==> config.mk <==
export PLATFORM = sky130hd
export DESIGN_NAME = mem_arbiter_flat
export DESIGN_NICKNAME = d
export VERILOG_FILES = /design/src/rtl/mem_arbiter_if.sv /design/src/rtl/mem_arbiter.sv /design/src/flat_wrapper.sv
export SDC_FILE = /design/constraint.sdc
export NUM_CORES = 1
export LEC_CHECK = 0
export CAP_MARGIN = 20
export CORE_MARGIN = 2
export CORE_UTILIZATION = 45
export CTS_CLUSTER_DIAMETER = 150
export DETAILED_ROUTE_END_ITERATION = 16
export GPL_TIMING_DRIVEN = 0
export PLACE_DENSITY_LB_ADDON = 0.12
export SYNTH_ARGS = -nofsm -noshare
export SYNTH_HDL_FRONTEND = slang
export SYNTH_SLANG_ARGS = --single-unit
==> constraint.sdc <==
create_clock -name clk -period 7.9 [get_ports clk]
set_clock_uncertainty 0.2 [all_clocks]
set_input_delay 0.79 -clock clk [delete_from_list [all_inputs] [get_ports clk]]
set_output_delay 0.79 -clock clk [all_outputs]
set_load 0.02 [all_outputs]
==> src/rtl/mem_arbiter_if.sv <==
// Bus bundle between the CPU fetch/load-store ports, the arbiter and the RAM.
// slave = arbiter side, master = requester/RAM side.
interface mem_arbiter_if #(
    parameter int AW = 32,
    parameter int DW = 32
);
    logic          if_req;
    logic [AW-1:0] if_addr;
    logic          if_gnt;
    logic          if_rvalid;
    logic [DW-1:0] if_rdata;

    logic          d_req;
    logic          d_we;
    logic [AW-1:0] d_addr;
    logic [DW-1:0] d_wdata;
    logic          d_gnt;
    logic          d_rvalid;
    logic [DW-1:0] d_rdata;

    logic          ram_we;
    logic [AW-1:0] ram_addr;
    logic [DW-1:0] ram_wdata;
    logic [DW-1:0] ram_rdata;

    modport slave (
        input  if_req, if_addr,
        output if_gnt, if_rvalid, if_rdata,
        input  d_req, d_we, d_addr, d_wdata,
        output d_gnt, d_rvalid, d_rdata,
        output ram_we, ram_addr, ram_wdata,
        input  ram_rdata
    );

    modport master (
        output if_req, if_addr,
        input  if_gnt, if_rvalid, if_rdata,
        output d_req, d_we, d_addr, d_wdata,
        input  d_gnt, d_rvalid, d_rdata,
        input  ram_we, ram_addr, ram_wdata,
        output ram_rdata
    );
endinterface

==> src/rtl/mem_arbiter.sv <==
// Round-robin arbiter sharing one single-port RAM between the instruction-fetch
// and load/store ports; sequences the fixed RAM read latency.
module mem_arbiter #(
    parameter int AW      = 32,
    parameter int DW      = 32,
    parameter int RAM_LAT = 1
) (
    input logic          clk,
    input logic          reset,
    mem_arbiter_if.slave bus
);

    typedef enum logic [1:0] {S_IDLE, S_ISSUE, S_WAIT, S_RESP} state_t;
    typedef enum logic {PORT_IF, PORT_D} port_t;

    state_t        state_q;
    port_t         last_q;
    port_t         win_q;
    port_t         win_d;
    logic          contested;
    logic          wr_q;
    logic [1:0]    cnt_q;

    logic          if_gnt_q;
    logic          if_rvalid_q;
    logic [DW-1:0] if_rdata_q;
    logic          d_gnt_q;
    logic          d_rvalid_q;
    logic [DW-1:0] d_rdata_q;
    logic          ram_we_q;
    logic [AW-1:0] ram_addr_q;
    logic [DW-1:0] ram_wdata_q;

    // On conflict the port that lost the previous contested round wins.
    always_comb begin
        contested = bus.if_req && bus.d_req;
        win_d     = PORT_IF;
        if (contested)
            win_d = (last_q == PORT_IF) ? PORT_D : PORT_IF;
        else if (bus.d_req)
            win_d = PORT_D;
    end

    always_ff @(posedge clk or posedge reset) begin
        if (reset) begin
            state_q     <= S_IDLE;
            last_q      <= PORT_IF;
            win_q       <= PORT_IF;
            wr_q        <= 1'b0;
            cnt_q       <= '0;
            if_gnt_q    <= 1'b0;
            if_rvalid_q <= 1'b0;
            if_rdata_q  <= '0;
            d_gnt_q     <= 1'b0;
            d_rvalid_q  <= 1'b0;
            d_rdata_q   <= '0;
            ram_we_q    <= 1'b0;
            ram_addr_q  <= '0;
            ram_wdata_q <= '0;
        end else begin
            unique case (state_q)
                S_IDLE: begin
                    if (bus.if_req || bus.d_req) begin
                        win_q   <= win_d;
                        state_q <= S_ISSUE;
                        if (contested)
                            last_q <= win_d;
                        if (win_d == PORT_D) begin
                            ram_addr_q  <= bus.d_addr;
                            ram_wdata_q <= bus.d_wdata;
                            ram_we_q    <= bus.d_we;
                            wr_q        <= bus.d_we;
                            d_gnt_q     <= 1'b1;
                        end else begin
                            ram_addr_q  <= bus.if_addr;
                            ram_we_q    <= 1'b0;
                            wr_q        <= 1'b0;
                            if_gnt_q    <= 1'b1;
                        end
                    end
                end
                S_ISSUE: begin
                    if_gnt_q <= 1'b0;
                    d_gnt_q  <= 1'b0;
                    ram_we_q <= 1'b0;
                    cnt_q    <= 2'(RAM_LAT - 1);
                    state_q  <= S_WAIT;
                end
                S_WAIT: begin
                    if (cnt_q == '0) begin
                        state_q <= S_RESP;
                        if (win_q == PORT_D) begin
                            d_rdata_q  <= wr_q ? '0 : bus.ram_rdata;
                            d_rvalid_q <= 1'b1;
                        end else begin
                            if_rdata_q  <= bus.ram_rdata;
                            if_rvalid_q <= 1'b1;
                        end
                    end else begin
                        cnt_q <= cnt_q - 2'd1;
                    end
                end
                S_RESP: begin
                    if_rvalid_q <= 1'b0;
                    d_rvalid_q  <= 1'b0;
                    state_q     <= S_IDLE;
                end
                default: state_q <= S_IDLE;
            endcase
        end
    end

    assign bus.if_gnt    = if_gnt_q;
    assign bus.if_rvalid = if_rvalid_q;
    assign bus.if_rdata  = if_rdata_q;
    assign bus.d_gnt     = d_gnt_q;
    assign bus.d_rvalid  = d_rvalid_q;
    assign bus.d_rdata   = d_rdata_q;
    assign bus.ram_we    = ram_we_q;
    assign bus.ram_addr  = ram_addr_q;
    assign bus.ram_wdata = ram_wdata_q;

endmodule

==> src/flat_wrapper.sv <==
// flat-port wrapper written by rule: the top's interface ports become plain ports
module mem_arbiter_flat 
#(
    parameter int AW      = 32,
    parameter int DW      = 32,
    parameter int RAM_LAT = 1
)
  (clk, reset, bus_if_req, bus_if_addr, bus_if_gnt, bus_if_rvalid, bus_if_rdata, bus_d_req, bus_d_we, bus_d_addr, bus_d_wdata, bus_d_gnt, bus_d_rvalid, bus_d_rdata, bus_ram_we, bus_ram_addr, bus_ram_wdata, bus_ram_rdata);
  mem_arbiter_if #(.AW(AW), .DW(DW)) bus_i ();
  input logic clk;
  input logic reset;
  input wire logic [$bits(bus_i.if_req)-1:0] bus_if_req;
  input wire logic [$bits(bus_i.if_addr)-1:0] bus_if_addr;
  output wire logic [$bits(bus_i.if_gnt)-1:0] bus_if_gnt;
  output wire logic [$bits(bus_i.if_rvalid)-1:0] bus_if_rvalid;
  output wire logic [$bits(bus_i.if_rdata)-1:0] bus_if_rdata;
  input wire logic [$bits(bus_i.d_req)-1:0] bus_d_req;
  input wire logic [$bits(bus_i.d_we)-1:0] bus_d_we;
  input wire logic [$bits(bus_i.d_addr)-1:0] bus_d_addr;
  input wire logic [$bits(bus_i.d_wdata)-1:0] bus_d_wdata;
  output wire logic [$bits(bus_i.d_gnt)-1:0] bus_d_gnt;
  output wire logic [$bits(bus_i.d_rvalid)-1:0] bus_d_rvalid;
  output wire logic [$bits(bus_i.d_rdata)-1:0] bus_d_rdata;
  output wire logic [$bits(bus_i.ram_we)-1:0] bus_ram_we;
  output wire logic [$bits(bus_i.ram_addr)-1:0] bus_ram_addr;
  output wire logic [$bits(bus_i.ram_wdata)-1:0] bus_ram_wdata;
  input wire logic [$bits(bus_i.ram_rdata)-1:0] bus_ram_rdata;
  assign bus_i.if_req = bus_if_req;
  assign bus_i.if_addr = bus_if_addr;
  assign bus_if_gnt = bus_i.if_gnt;
  assign bus_if_rvalid = bus_i.if_rvalid;
  assign bus_if_rdata = bus_i.if_rdata;
  assign bus_i.d_req = bus_d_req;
  assign bus_i.d_we = bus_d_we;
  assign bus_i.d_addr = bus_d_addr;
  assign bus_i.d_wdata = bus_d_wdata;
  assign bus_d_gnt = bus_i.d_gnt;
  assign bus_d_rvalid = bus_i.d_rvalid;
  assign bus_d_rdata = bus_i.d_rdata;
  assign bus_ram_we = bus_i.ram_we;
  assign bus_ram_addr = bus_i.ram_addr;
  assign bus_ram_wdata = bus_i.ram_wdata;
  assign bus_i.ram_rdata = bus_ram_rdata;
  mem_arbiter #(.AW(AW), .DW(DW), .RAM_LAT(RAM_LAT)) u_core (.clk(clk), .reset(reset), .bus(bus_i));
endmodule
# [Word-level counts from Yosys, hierarchy flattened]
# Index checks and enable logic that the tools add are counted.
[classes] bitwise_logic=1 n_reduce_logical=19 n_addsub=1 mux=25 n_eq_ne=10
[op_table] operator="32-bit two-way mux" count=2
[op_table] operator="3-bit AND reduction" count=8
[op_table] operator="1-bit two-way mux" count=13
[op_table] operator="1-bit case mux with 2 select lines" count=5
[op_table] operator="2-bit by 1-bit != test with 1-bit output, second input constant" count=4
[op_table] operator="2-bit case mux with 4 select lines" count=1
[op_table] operator="2-bit AND reduction" count=4
[op_table] operator="2-bit two-way mux" count=3
[op_table] operator="2-bit != test, second input constant" count=3
[op_table] operator="2-bit nonzero test" count=3
[op_table] operator="2-bit == test, second input constant" count=2
[op_table] operator="2-bit zero test" count=2
[op_table] operator="2-bit case mux with 2 select lines" count=1
[op_table] operator="2-bit by 1-bit == test with 1-bit output, second input constant" count=1
[op_table] operator="2-bit by 1-bit subtractor with 2-bit output, second input constant" count=1
[op_table] operator="1-bit logical AND" count=1
[op_table] operator="1-bit logical OR" count=1
[op_table] operator="1-bit inverter" count=1
[totals] in_bits=133 register_bits=140 wordCells=70 output_inout_bits=133

# [Depth between registers and ports, before layout]
# Gate-level depths: netlist (run 1).
[depth] word_depth=5 mapped_depth=7

# [Worst setup path after synthesis (run 1)]
# Ideal clock, no wire load.
[synth_path] path_kind="input to register" from="input port bus_if_req" to="register u_core.ram_wdata_q[19], in the netlist u_core.bus.ram_wdata[19]" required_time_ps=7575 setup_time_ps=125 stages=6 path_slack_ps=5874 n_path_buf=3 t_arrival_ps=1701 path_cell_list="buf_4 -> nand2_1 -> and2_4 -> buf_6 -> buf_8 -> mux2_4"
[synth_between] elab_chain_cells=3
[synth_rtl] item="start, declared" line_no="flat_wrapper.sv:12" source="input wire logic [$bits(bus_i.if_req)-1:0] bus_if_req;"
[synth_rtl] item="1-bit logical AND" line_no="mem_arbiter.sv:36" source="contested = bus.if_req && bus.d_req;"
[synth_rtl] item="1-bit two-way mux" line_no="mem_arbiter.sv:38" source="if (contested)"
[synth_rtl] item="3-bit AND reduction (no source line) *"
[synth_rtl] item="end signal, assigned" line_no="mem_arbiter.sv:70" source="ram_wdata_q <= bus.d_wdata;"
[synth_rtl] item="end, declared" line_no="mem_arbiter.sv:32" source="logic [DW-1:0] ram_wdata_q;"
# Mark *: on every way between the ends. The rest lies on a longest branch, timed or not.
# A chain may end at the register's enable or synchronous reset.

# [Final worst setup path (run 1)]
[layout_path] from="register u_core.d_rvalid_q, in the netlist u_core.bus.d_rvalid" to="output port bus_d_rvalid"
[layout_rtl] item="start, declared" line_no="mem_arbiter.sv:28" source="logic d_rvalid_q;"
[layout_rtl] item="start signal, assigned" line_no="mem_arbiter.sv:55" source="d_rvalid_q <= 1'b0;"
[layout_rtl] item="start signal, assigned" line_no="mem_arbiter.sv:94" source="d_rvalid_q <= 1'b1;"
[layout_rtl] item="start signal, assigned" line_no="mem_arbiter.sv:105" source="d_rvalid_q <= 1'b0;"
[layout_rtl] item="end, declared" line_no="flat_wrapper.sv:22" source="output wire logic [$bits(bus_i.d_rvalid)-1:0] bus_d_rvalid;"
# No word-level cell between the ends.

==> results of run 1 <==
-- cell families (layout without fill, tap and decap cells) --
group / Yosys count / after routing / share of synthesized area, %
buffers and inverters: 38 / 335 / 3.75
AND/OR/NAND/NOR: 144 / 144 / 9.67
multiplexers: 68 / 68 / 14.8
XOR/XNOR: 1 / 1 / 0.149
AO/OA/AOI/OAI: 115 / 115 / 10.4
adder cells (fa/ha/maj): 7 / 7 / 1.49
flip-flops: 140 / 140 / 59.7
-- layout by cell type (no fill, tap or decap), types with 2 or more instances in the layout --
cell / count
nand3_1: 2
clkbuf_16: 17
and2_4: 2
nor2_1: 35
a21oi_1: 68
dfrtp_1: 140
ha_1: 7
buf_6: 2
clkdlybuf4s50_1: 264
clkbuf_1: 23
nand2b_1: 2
buf_12: 2
nand2_1: 100
mux2_4: 29
mux2_2: 37
clkinv_2: 6
o21ai_0: 37
buf_2: 3
mux2i_1: 2
buf_4: 4
clkbuf_8: 2
inv_1: 7
-- synth_stat cells (all sizes together) --
library cell | number | area share, %
dfrtp | 140 | 60
nand2 | 100 | 6.4
a21oi | 68 | 5.8
mux2 | 66 | 15
o21ai | 38 | 3.3
nor2 | 35 | 2.2
clkbuf | 18 | 1.2
buf | 12 | 2.1
inv | 8 | 0.51
ha | 7 | 1.5
and2 | 2 | 0.30
mux2i | 2 | 0.34
nand2b | 2 | 0.21
nand3 | 2 | 0.17
o32a | 2 | 0.36
a21bo | 1 | 0.17
a21boi | 1 | 0.19
a21o | 1 | 0.13
a22o | 1 | 0.15
a31oi | 1 | 0.11
and2b | 1 | 0.13
nor2b | 1 | 0.11
nor3b | 1 | 0.13
o21a | 1 | 0.13
o22ai | 1 | 0.11
xnor2 | 1 | 0.15
-- metrics by stage --
| stage | setup slack [ns] | instance area [µm²] |
|---|---|---|
| after CTS | 5.45 | 9300 |
| after floorplan | 3.16 | 5870 |
| final | 5.48 | 9300 |
| after global placement | 1.34 | 8730 |
| after detailed placement | 5.26 | 8760 |
| after global routing | 5.42 | 9300 |
-- final cells by class --
cell class | count | area (µm²)
flip-flops and latches | 140 | 3500
fillers | 929 | 3370
repair buffers | 265 | 2670
multi-input cells | 335 | 2150
clock buffers | 24 | 472
well taps | 172 | 215
plain buffers | 30 | 190
clock inverters | 8 | 67.6
inverters | 8 | 35.0
-- metal layers --
metal / share of wire (%) / vias up / track usage [%]
met3: 7.4 / 39 / 7.38
met1: 39 / 2378 / 26.6
met4: 3.3 / 0 / 11.5
li1: - / 2298 / -
met2: 51 / 187 / 39.2
met5: 0 / - / 0
-- report_power, final --
part	leakage, nW	switching (W)	internal (W)	total (W)
clock network	0.268	0.000280	0.000446	0.000726
registers	1.66	0.000195	0.00108	0.00128
logic	2.15	0.00104	0.00105	0.00209
total	4.07	0.00151	0.00258	0.00409
-- worst min-delay path by stage --
| stage | from | endpoint | cells after the start |
|---|---|---|---|
| after floorplan | u_core.cnt_q[1] | u_core.cnt_q[1] | 2 |
| after global placement | u_core.bus.d_rdata[5] | u_core.bus.d_rdata[5] | 2 |
| after detailed placement | u_core.bus.d_rdata[5] | u_core.bus.d_rdata[5] | 2 |
| after CTS | u_core.bus.d_rdata[5] | u_core.bus.d_rdata[5] | 2 |
| after global routing | u_core.bus.if_rdata[21] | u_core.bus.if_rdata[21] | 1 |
| final | u_core.bus.d_rdata[5] | u_core.bus.d_rdata[5] | 2 |
-- flip-flops by register name (all words and copies together) (netlist names) --
name,count
u_core.bus.if_gnt,1
u_core.wr_q,1
u_core.win_q,1
u_core.last_q,1
u_core.bus.ram_we,1
u_core.bus.if_rvalid,1
u_core.state_q,2
u_core.bus.d_rdata,32
u_core.bus.d_rvalid,1
u_core.bus.ram_addr,32
u_core.bus.ram_wdata,32
u_core.cnt_q,2
u_core.bus.if_rdata,32
u_core.bus.d_gnt,1
==> summary.md, run 1 <==
| Metric | Value |
|---|---|
| Outcome | `finished clean` |
| Initial DRC count | `291` |
| Clock buffer count from CTS | `17` |
| Fmax | `414 MHz` |
| Buffers & Inverters on Critical Path | `1` |
| Final ANT Viol Nets | `0` |
| Drt drc | `0` |
| Global placer's final weighted congestion | `0.780` |
| Ratio of cells with drive above 1 in the final layout | `14.0%` |
| CTS tree | `done` |
| WP data required | `6.91 ns` |
| Reg-to-reg endpoint | `u_core.bus.ram_wdata[20]` |
| Reg2Reg Setup Slack | `5.74 ns` |
| Unique masters post-synth | `33` |
| Placed Cells | `950` |
| Clock latency on the worst-skew pair | `0.41 ns` |
| Slowest stage delay, CP | `0.64 ns` |
| Rel. slew slack | `55.2%` |
| Root Driver | `clkbuf_16` |
| Final net count | `937` |
| Layout Area Growth over Synthesis | `58.4%` |
| Vias in the first global route | `approximately 5200` |
| Maxcap violations | `0` |
| Synth Cell Area | `5870 µm²` |
| Count of cells resized by post-cts repair | `0` |
| Hold Path Class | `flip-flop to flip-flop` |
| Leak pwr | `just over 4 nW` |
| Width of the die | `about 120 µm` |
| CTS Hold Bufs | `0` |
| Worst Setup SP | `u_core.bus.d_rvalid` |
| Worst Setup Start Kind | `flip-flop` |
| TritonRoute pass-1 iters | `4` |
| Tcrit/Tclk final | `30.6%` |
| Fin. Hold Viols | `0` |
| Fin util | `73.4%` |
| Critical path arrival | `1.43 ns` |
| HPWL Detailed | `11900 µm` |
| Wire per inst | `around 16 µm` |
| Worst hold slack | `0.279 ns` |
| Core Area | `12700 µm²` |
| Setup crit end kind | `output pin` |
| Final WL | `15900 µm` |
| Setup Viol. Count Final | `0` |
| Total track usage | `23.2%` |
| Vias per cell | `4.99` |
| Syn avg cell area | `11.4 µm²` |
| RSZ-0062 raised after global routing | `false` |
| PwrDens | `440 nW/µm²` |
| Tot Pwr | `0.00409 W` |
| Crit path time final | `2.42 ns` |
| Clock sink count | `140` |
| Initial antenna violation count | `0` |
| Slew Limit Fails | `0` |
| Sequential area share after synthesis | `59.7%` |
| Die Height | `roughly 120 µm` |
| First-pass GRT wire length | `~26000 µm` |
| Ys Warns | `0` |
| Initial Utilization | `a little under half` |
| Slew @ Worst Pin | `approximately 0.67 ns` |
| Max H-tree Level | `4` |
| Cell at the slowest stage of the critical path | `clkdlybuf4s50_1` |
| Mapped Nets | `653` |
| Worst Path Max Fanout | `3` |
| Vias | `4902` |
| Post-CTS Setup Repair Bufs | `0` |
| Buffers on Ports | `264` |
| Number of synthesized register bits | `140` |
| Die ar. | `around 14000 µm²` |
| Largest net degree at the start of global routing | `76` |
| Ant. Diodes | `0` |
| Clock Tree Buf Depth | `2` |
| Maximum VDD drop | `205 µV` |
| Top Family by Delay on Critical Path | `buffers and inverters` |
| Row count | `41` |
| Kind of critical path | `flip-flop to output pin` |
| Mapped Cells | `513` |
| Stages on the worst setup path | `1` |
| Critical Path, Cell by Cell | `clkdlybuf4s50_1` |
| TNS Setup | `0 ns` |
| Worst setup path endpoint | `bus_d_rvalid` |
| Fin cells | `982` |
| Num ports | `266` |
| Total gr overflow | `0` |
| R2r startpoint | `u_core.state_q[0]` |
| R2R cell count | `7` |
| Clock transition at path regs | `0.06 ns` |
No activity file was read; power rests on OpenSTA's default activity.
==> run 2: changes to the inputs <==
Settings changed: CORE_UTILIZATION 45 to 38.
Clock period 7.9 ns to 2.1 ns, I/O delays scaled along.
==> summary.md, run 2 (same netlist as run 1, synthesis figures left out) <==
| Metric | Value |
|---|---|
| Clock buffer count from CTS | `17 (unchanged)` |
| Fillers | `1224 (+32%)` |
| Hold Path Class | `primary input to async pin` |
| Worst Path Max Fanout | `10 (+7)` |
| Fin. Hold Viols | `0 (unchanged)` |
| CTS tree | `done` |
| Vias | `4964 (+1.3%)` |
| Num ports | `266 (unchanged)` |
| TNS Setup | `0 ns (unchanged)` |
| First-pass GRT wire length | `25700 µm (+0.40%)` |
| Maxcap violations | `0 (unchanged)` |
| Leak pwr | `4.09 nW (+0.48%)` |
| Largest net degree at the start of global routing | `44 (-42%)` |
| Ant. Diodes | `0 (unchanged)` |
| Clock transition at path regs | `0.06 ns (about the same)` |
| Global placer's final weighted congestion | `0.783 (+0.36%)` |
| Setup crit end kind | `flip-flop` |
| Fin util | `62.0% (-11 points)` |
| Commonest non-fill, non-tap cells in the layout | `clkdlybuf4s50_1, dfrtp_1, nand2_1` |
| Clock latency on the worst-skew pair | `0.41 ns (about the same)` |
| Initial DRC count | `215 (-26%)` |
| Ratio of cells with drive above 1 in the final layout | `15.1% (+1.2 points)` |
| Total gr overflow | `0 (unchanged)` |
| Final ANT Viol Nets | `0 (unchanged)` |
| Total track usage | `20.0% (-3.2 points)` |
| Maximum VDD drop | `738 µV (+260%)` |
| Tcrit/Tclk final | `97.3%` |
| Fmax | `489 MHz` |
| Clock Tree Buf Depth | `2 (unchanged)` |
| Clock sink count | `140 (unchanged)` |
| RSZ-0062 raised after global routing | `true` |
| Final WL | `16100 µm (+1.2%)` |
| Most common cell after layout, fill and taps aside | `clkdlybuf4s50_1` |
| Wire per inst | `16.1 µm (-0.76%)` |
| Slew @ Worst Pin | `0.603 ns (-0.0698 ns)` |
| Design area | `9400 µm² (+1.0%)` |
| Worst Setup SP | `u_core.state_q[0]` |
| Max H-tree Level | `4 (unchanged)` |
| R2R cell count | `6 (-1)` |
| Final net count | `940 (+0.32%)` |
| Initial Utilization | `38.8% (-7.6 points)` |
| Width of the die | `128 µm (+8.5%)` |
| Outcome | `finished clean` |
| Die Height | `128 µm (+8.5%)` |
| Row count | `45 (+9.8%)` |
| R2r startpoint | `u_core.state_q[0]` |
| HPWL Detailed | `12000 µm (+0.89%)` |
| Layout Area Growth over Synthesis | `60.0%` |
| Worst hold slack | `0.0142 ns (-0.265 ns)` |
| WP data required | `2.19 ns (-4.72 ns)` |
| Setup Viol. Count Final | `0 (unchanged)` |
| Crit path time final | `2.04 ns` |
| Root Driver | `clkbuf_16` |
| Critical path arrival | `2.13 ns (+0.70 ns)` |
| TritonRoute pass-1 iters | `6 (+2)` |
| Placed cell areas | `8810 µm² (+0.59%)` |
| Vias in the first global route | `5160 (-0.46%)` |
| Rel. slew slack | `59.7% (+4.6 points)` |
| PwrDens | `1650 nW/µm² (+270%)` |
| Vias per cell | `4.96 (-0.66%)` |
| Tot Pwr | `0.0155 W (+280%)` |
| Buffers on Ports | `264 (unchanged)` |
| Kind of critical path | `flip-flop to flip-flop` |
| Initial antenna violation count | `0 (unchanged)` |
| Slew Limit Fails | `0 (unchanged)` |
| Die ar. | `16500 µm² (+18%)` |
| Worst Setup Start Kind | `flip-flop` |
| Drt drc | `0 (unchanged)` |
| Core Area | `15100 µm² (+20%)` |
==> run 2: per-layer routing <==
layer  track usage, %  vias up  share of wire, %
met1             23.5     2423                40
met4             9.24        0               2.8
met2             33.6      197                50
met3             6.47       37               7.9
li1                 -     2307                 -
met5                0        -                 0
==> run 2: layout make-up <==
| type | count | area [µm²] | share of cell area (%) |
|---|---|---|---|
| clock inverters | 11 | 96.3 | 1.03 |
| repair buffers | 268 | 2710 | 28.9 |
| well taps | 188 | 235 | 2.50 |
| multi-input cells | 335 | 2170 | 23.1 |
| flip-flops and latches | 140 | 3500 | 37.3 |
| clock buffers | 21 | 450 | 4.79 |
| plain buffers | 30 | 191 | 2.04 |
| inverters | 8 | 33.8 | 0.359 |
==> run 2: where the power goes <==
part / internal, W / leakage (nW) / switching, W
Clock: 0.00165 / 0.267 / 0.00111
Sequential: 0.00407 / 1.66 / 0.000760
Combinational: 0.00399 / 2.17 / 0.00390
==> run 2: through the flow <==
step | instances | setup slack, ns
floorplan | 513 | -0.0591
global placement | 965 | -1.29
detailed placement | 968 | -0.0527
CTS | 1001 | 0.00945
global route | 1001 | -0.0246
finish | 1001 | 0.0569
==> run 2: critical path, cell delays in order (launching register included) <==
cell,delay [ns]
dfrtp_1,0.41
inv_2,0.09
ha_1,0.26
and2b_1,0.21
nand2_2,0.16
buf_4,0.23
mux2_2,0.35
==> run 2: path summary, 6_finish.rpt <==
kind                            slack, ns                       end
worst max-delay path                 0.06   u_core.bus.if_rdata[17]
worst min-delay path                 0.01   u_core.bus.ram_wdata[8]
worst max register to register       0.06   u_core.bus.if_rdata[17]
worst min register to register       0.28    u_core.bus.d_rdata[16]
max in group asynchronous            0.81  u_core.bus.ram_wdata[24]
min in group clk                     0.13   u_core.bus.ram_addr[11]
==> run 2: what timing repair did <==
action,4_1_cts,5_1_grt
endpoints found under the setup margin,63,86
cloned,0,0
setup buffers,0,0
hold endpoints to repair,1,0
resized for setup,4,4
hold buffers,1,0
==> run 3: changes to the inputs <==
Settings changed: SLEW_MARGIN from default to 10.
==> summary.md, run 3 (same netlist as run 1, synthesis figures left out) <==
| Metric | Value |
|---|---|
| Outcome | `finished clean` |
| Num ports | `266 (unchanged)` |
| R2r startpoint | `u_core.state_q[0]` |
| TNS Setup | `0 ns (unchanged)` |
| Global placer's final weighted congestion | `0.783 (unchanged)` |
| PwrDens | `1690 nW/µm² (+2.6%)` |
| Maxcap violations | `0 (unchanged)` |
| Die Height | `128 µm (unchanged)` |
| Placed Cells | `968 (unchanged)` |
| Row count | `45 (unchanged)` |
| Total track usage | `19.7% (-0.38 points)` |
| Kind of critical path | `flip-flop to flip-flop` |
| Final ANT Viol Nets | `0 (unchanged)` |
| Width of the die | `128 µm (unchanged)` |
| Commonest non-fill, non-tap cells in the layout | `clkdlybuf4s50_1, dfrtp_1, nand2_1` |
| PnR worst setup slack | `0.101 ns (+0.0445 ns)` |
| Root Driver | `clkbuf_16` |
| Clock power share | `21.2% (+3.4 points)` |
| Buffers on Ports | `264 (unchanged)` |
| Slew @ Worst Pin | `0.842 ns (+0.240 ns)` |
| Slew Limit Fails | `0 (unchanged)` |
| Fin cells | `1003 (+0.20%)` |
| Pre-CTS WS | `-0.0538 ns (-0.00110 ns)` |
| Most common cell after layout, fill and taps aside | `clkdlybuf4s50_1` |
| Switching power total | `0.00574 W (-0.46%)` |
| Clock transition at path regs | `0.06 ns (about the same)` |
| Initial antenna violation count | `0 (unchanged)` |
| Vias | `4909 (-1.1%)` |
| Ant. Diodes | `0 (unchanged)` |
| Final net count | `942 (+0.21%)` |
| Reg-to-reg endpoint | `u_core.bus.if_rdata[23]` |
| Reg area | `3500 µm² (unchanged)` |
| Internal | `0.0104 W (+7.3%)` |
| Fmax | `500 MHz (+2.2%)` |
| Core Area | `15100 µm² (unchanged)` |
| Ratio of cells with drive above 1 in the final layout | `16.0% (+0.82 points)` |
| Vias in the first global route | `5019 (-2.7%)` |
| Drt drc | `0 (unchanged)` |
| Register share of total power | `29.9% (-1.3 points)` |
| Setup crit end kind | `flip-flop` |
| Layout Area Growth over Synthesis | `62.8%` |
| Combinational power share | `48.9% (-2.1 points)` |
| Fillers | `1195 (-2.4%)` |
| Clock sink count | `140 (unchanged)` |
| Tot Pwr | `0.0162 W (+4.4%)` |
| Largest net degree at the start of global routing | `37 (-16%)` |
| Initial DRC count | `226 (+5.1%)` |
| TritonRoute pass-1 iters | `7 (+1)` |
| Clock latency on the worst-skew pair | `0.41 ns (about the same)` |
| Critical path arrival | `2.09 ns (-0.04 ns)` |
| Maximum VDD drop | `1020 µV (+38%)` |
| Setup Viol. Count Final | `0 (unchanged)` |
| Reg2Reg Setup Slack | `0.10 ns (+0.04 ns)` |
| First-pass GRT wire length | `25200 µm (-2.2%)` |
| CTS tree | `done` |
| Max H-tree Level | `4 (unchanged)` |
| Clock buffer count from CTS | `17 (unchanged)` |
| WP data required | `2.19 ns (about the same)` |
| Fin. Hold Viols | `0 (unchanged)` |
| HPWL Detailed | `11900 µm (-0.34%)` |
| R2R cell count | `6 (unchanged)` |
| Sw Share | `35.5% (-1.7 points)` |
| Crit path time final | `2.00 ns (-0.0445 ns)` |
| Vias per cell | `4.89 (-1.3%)` |
| Total gr overflow | `0 (unchanged)` |
| Initial Utilization | `38.8% (unchanged)` |
| Tcrit/Tclk final | `95.2% (-2.1 points)` |
| Clock Tree Buf Depth | `2 (unchanged)` |
| Worst Setup Start Kind | `flip-flop` |
| Final WL | `15800 µm (-2.2%)` |
| Fin util | `63.1% (+1.1 points)` |
| Multi-input gate area | `2180 µm² (+0.23%)` |
| Die ar. | `16500 µm² (unchanged)` |
| Rel. slew slack | `43.7% (-16 points)` |
| Wire per inst | `15.7 µm (-2.4%)` |
| Worst Path Max Fanout | `10 (unchanged)` |
| Hold Path Class | `primary input to async pin` |
| Leak pwr | `4.18 nW (+2.3%)` |
## run 3: metrics by stage
stage,instance area (µm²),hold slack [ns]
floorplan,5880,0.139
global placement,8750,0.263
detailed placement,8810,0.270
CTS,9510,0.117
global route,9560,0.126
finish,9560,0.106
## run 3: power by group through the flow
stage | logic (W) | registers [W] | clock network, W
CTS | 0.00791 | 0.00484 | 0.00349
detailed placement | 0.00786 | 0.00486 | 0
finish | 0.00790 | 0.00484 | 0.00343
floorplan | 0.00271 | 0.00637 | 0
global placement | 0.00773 | 0.00480 | 0
global route | 0.00850 | 0.00502 | 0.00360
## run 3: how the worst max path moves through the flow
stage,start,endpoint,slack (ns),cells past startpoint
finish,u_core.state_q[0],u_core.bus.if_rdata[23],0.10,6
global placement,reset,u_core.bus.if_rdata[1],-1.29,2
floorplan,reset,u_core.bus.d_gnt,-0.06,1
CTS,u_core.state_q[0],u_core.state_q[1],0.01,5
global route,u_core.state_q[1],u_core.bus.ram_wdata[20],-0.001,7
detailed placement,u_core.state_q[0],u_core.bus.ram_wdata[22],-0.05,7
## run 3: what timing repair did
action                     in CTS  in global routing
buffers inserted                0                  2
hold buffers                    1                  0
hold endpoints to repair        1                  0
resized for setup               2                 16
setup endpoints to repair      60                119
## run 3: worst max-delay path: stages, from the launching register on
cell and delay [ns]:
dfrtp_1 0.40, inv_2 0.09, ha_1 0.26, and2b_1 0.23, nand2_4 0.13, buf_4 0.21, mux2_2 0.35
## run 3: area by class of cell
class | instances | area share (%)
flip-flops and latches | 140 | 36.6
repair buffers | 270 | 28.5
multi-input cells | 335 | 22.8
clock buffers | 22 | 4.96
well taps | 188 | 2.46
clock inverters | 10 | 2.20
plain buffers | 30 | 2.09
inverters | 8 | 0.353
## run 3: routing by layer
metal | GRT usage [%] | share of wire [%]
met5 | 0 | 0
met4 | 8.27 | 2.8
met3 | 6.43 | 7.5
met2 | 32.7 | 49
met1 | 23.6 | 41
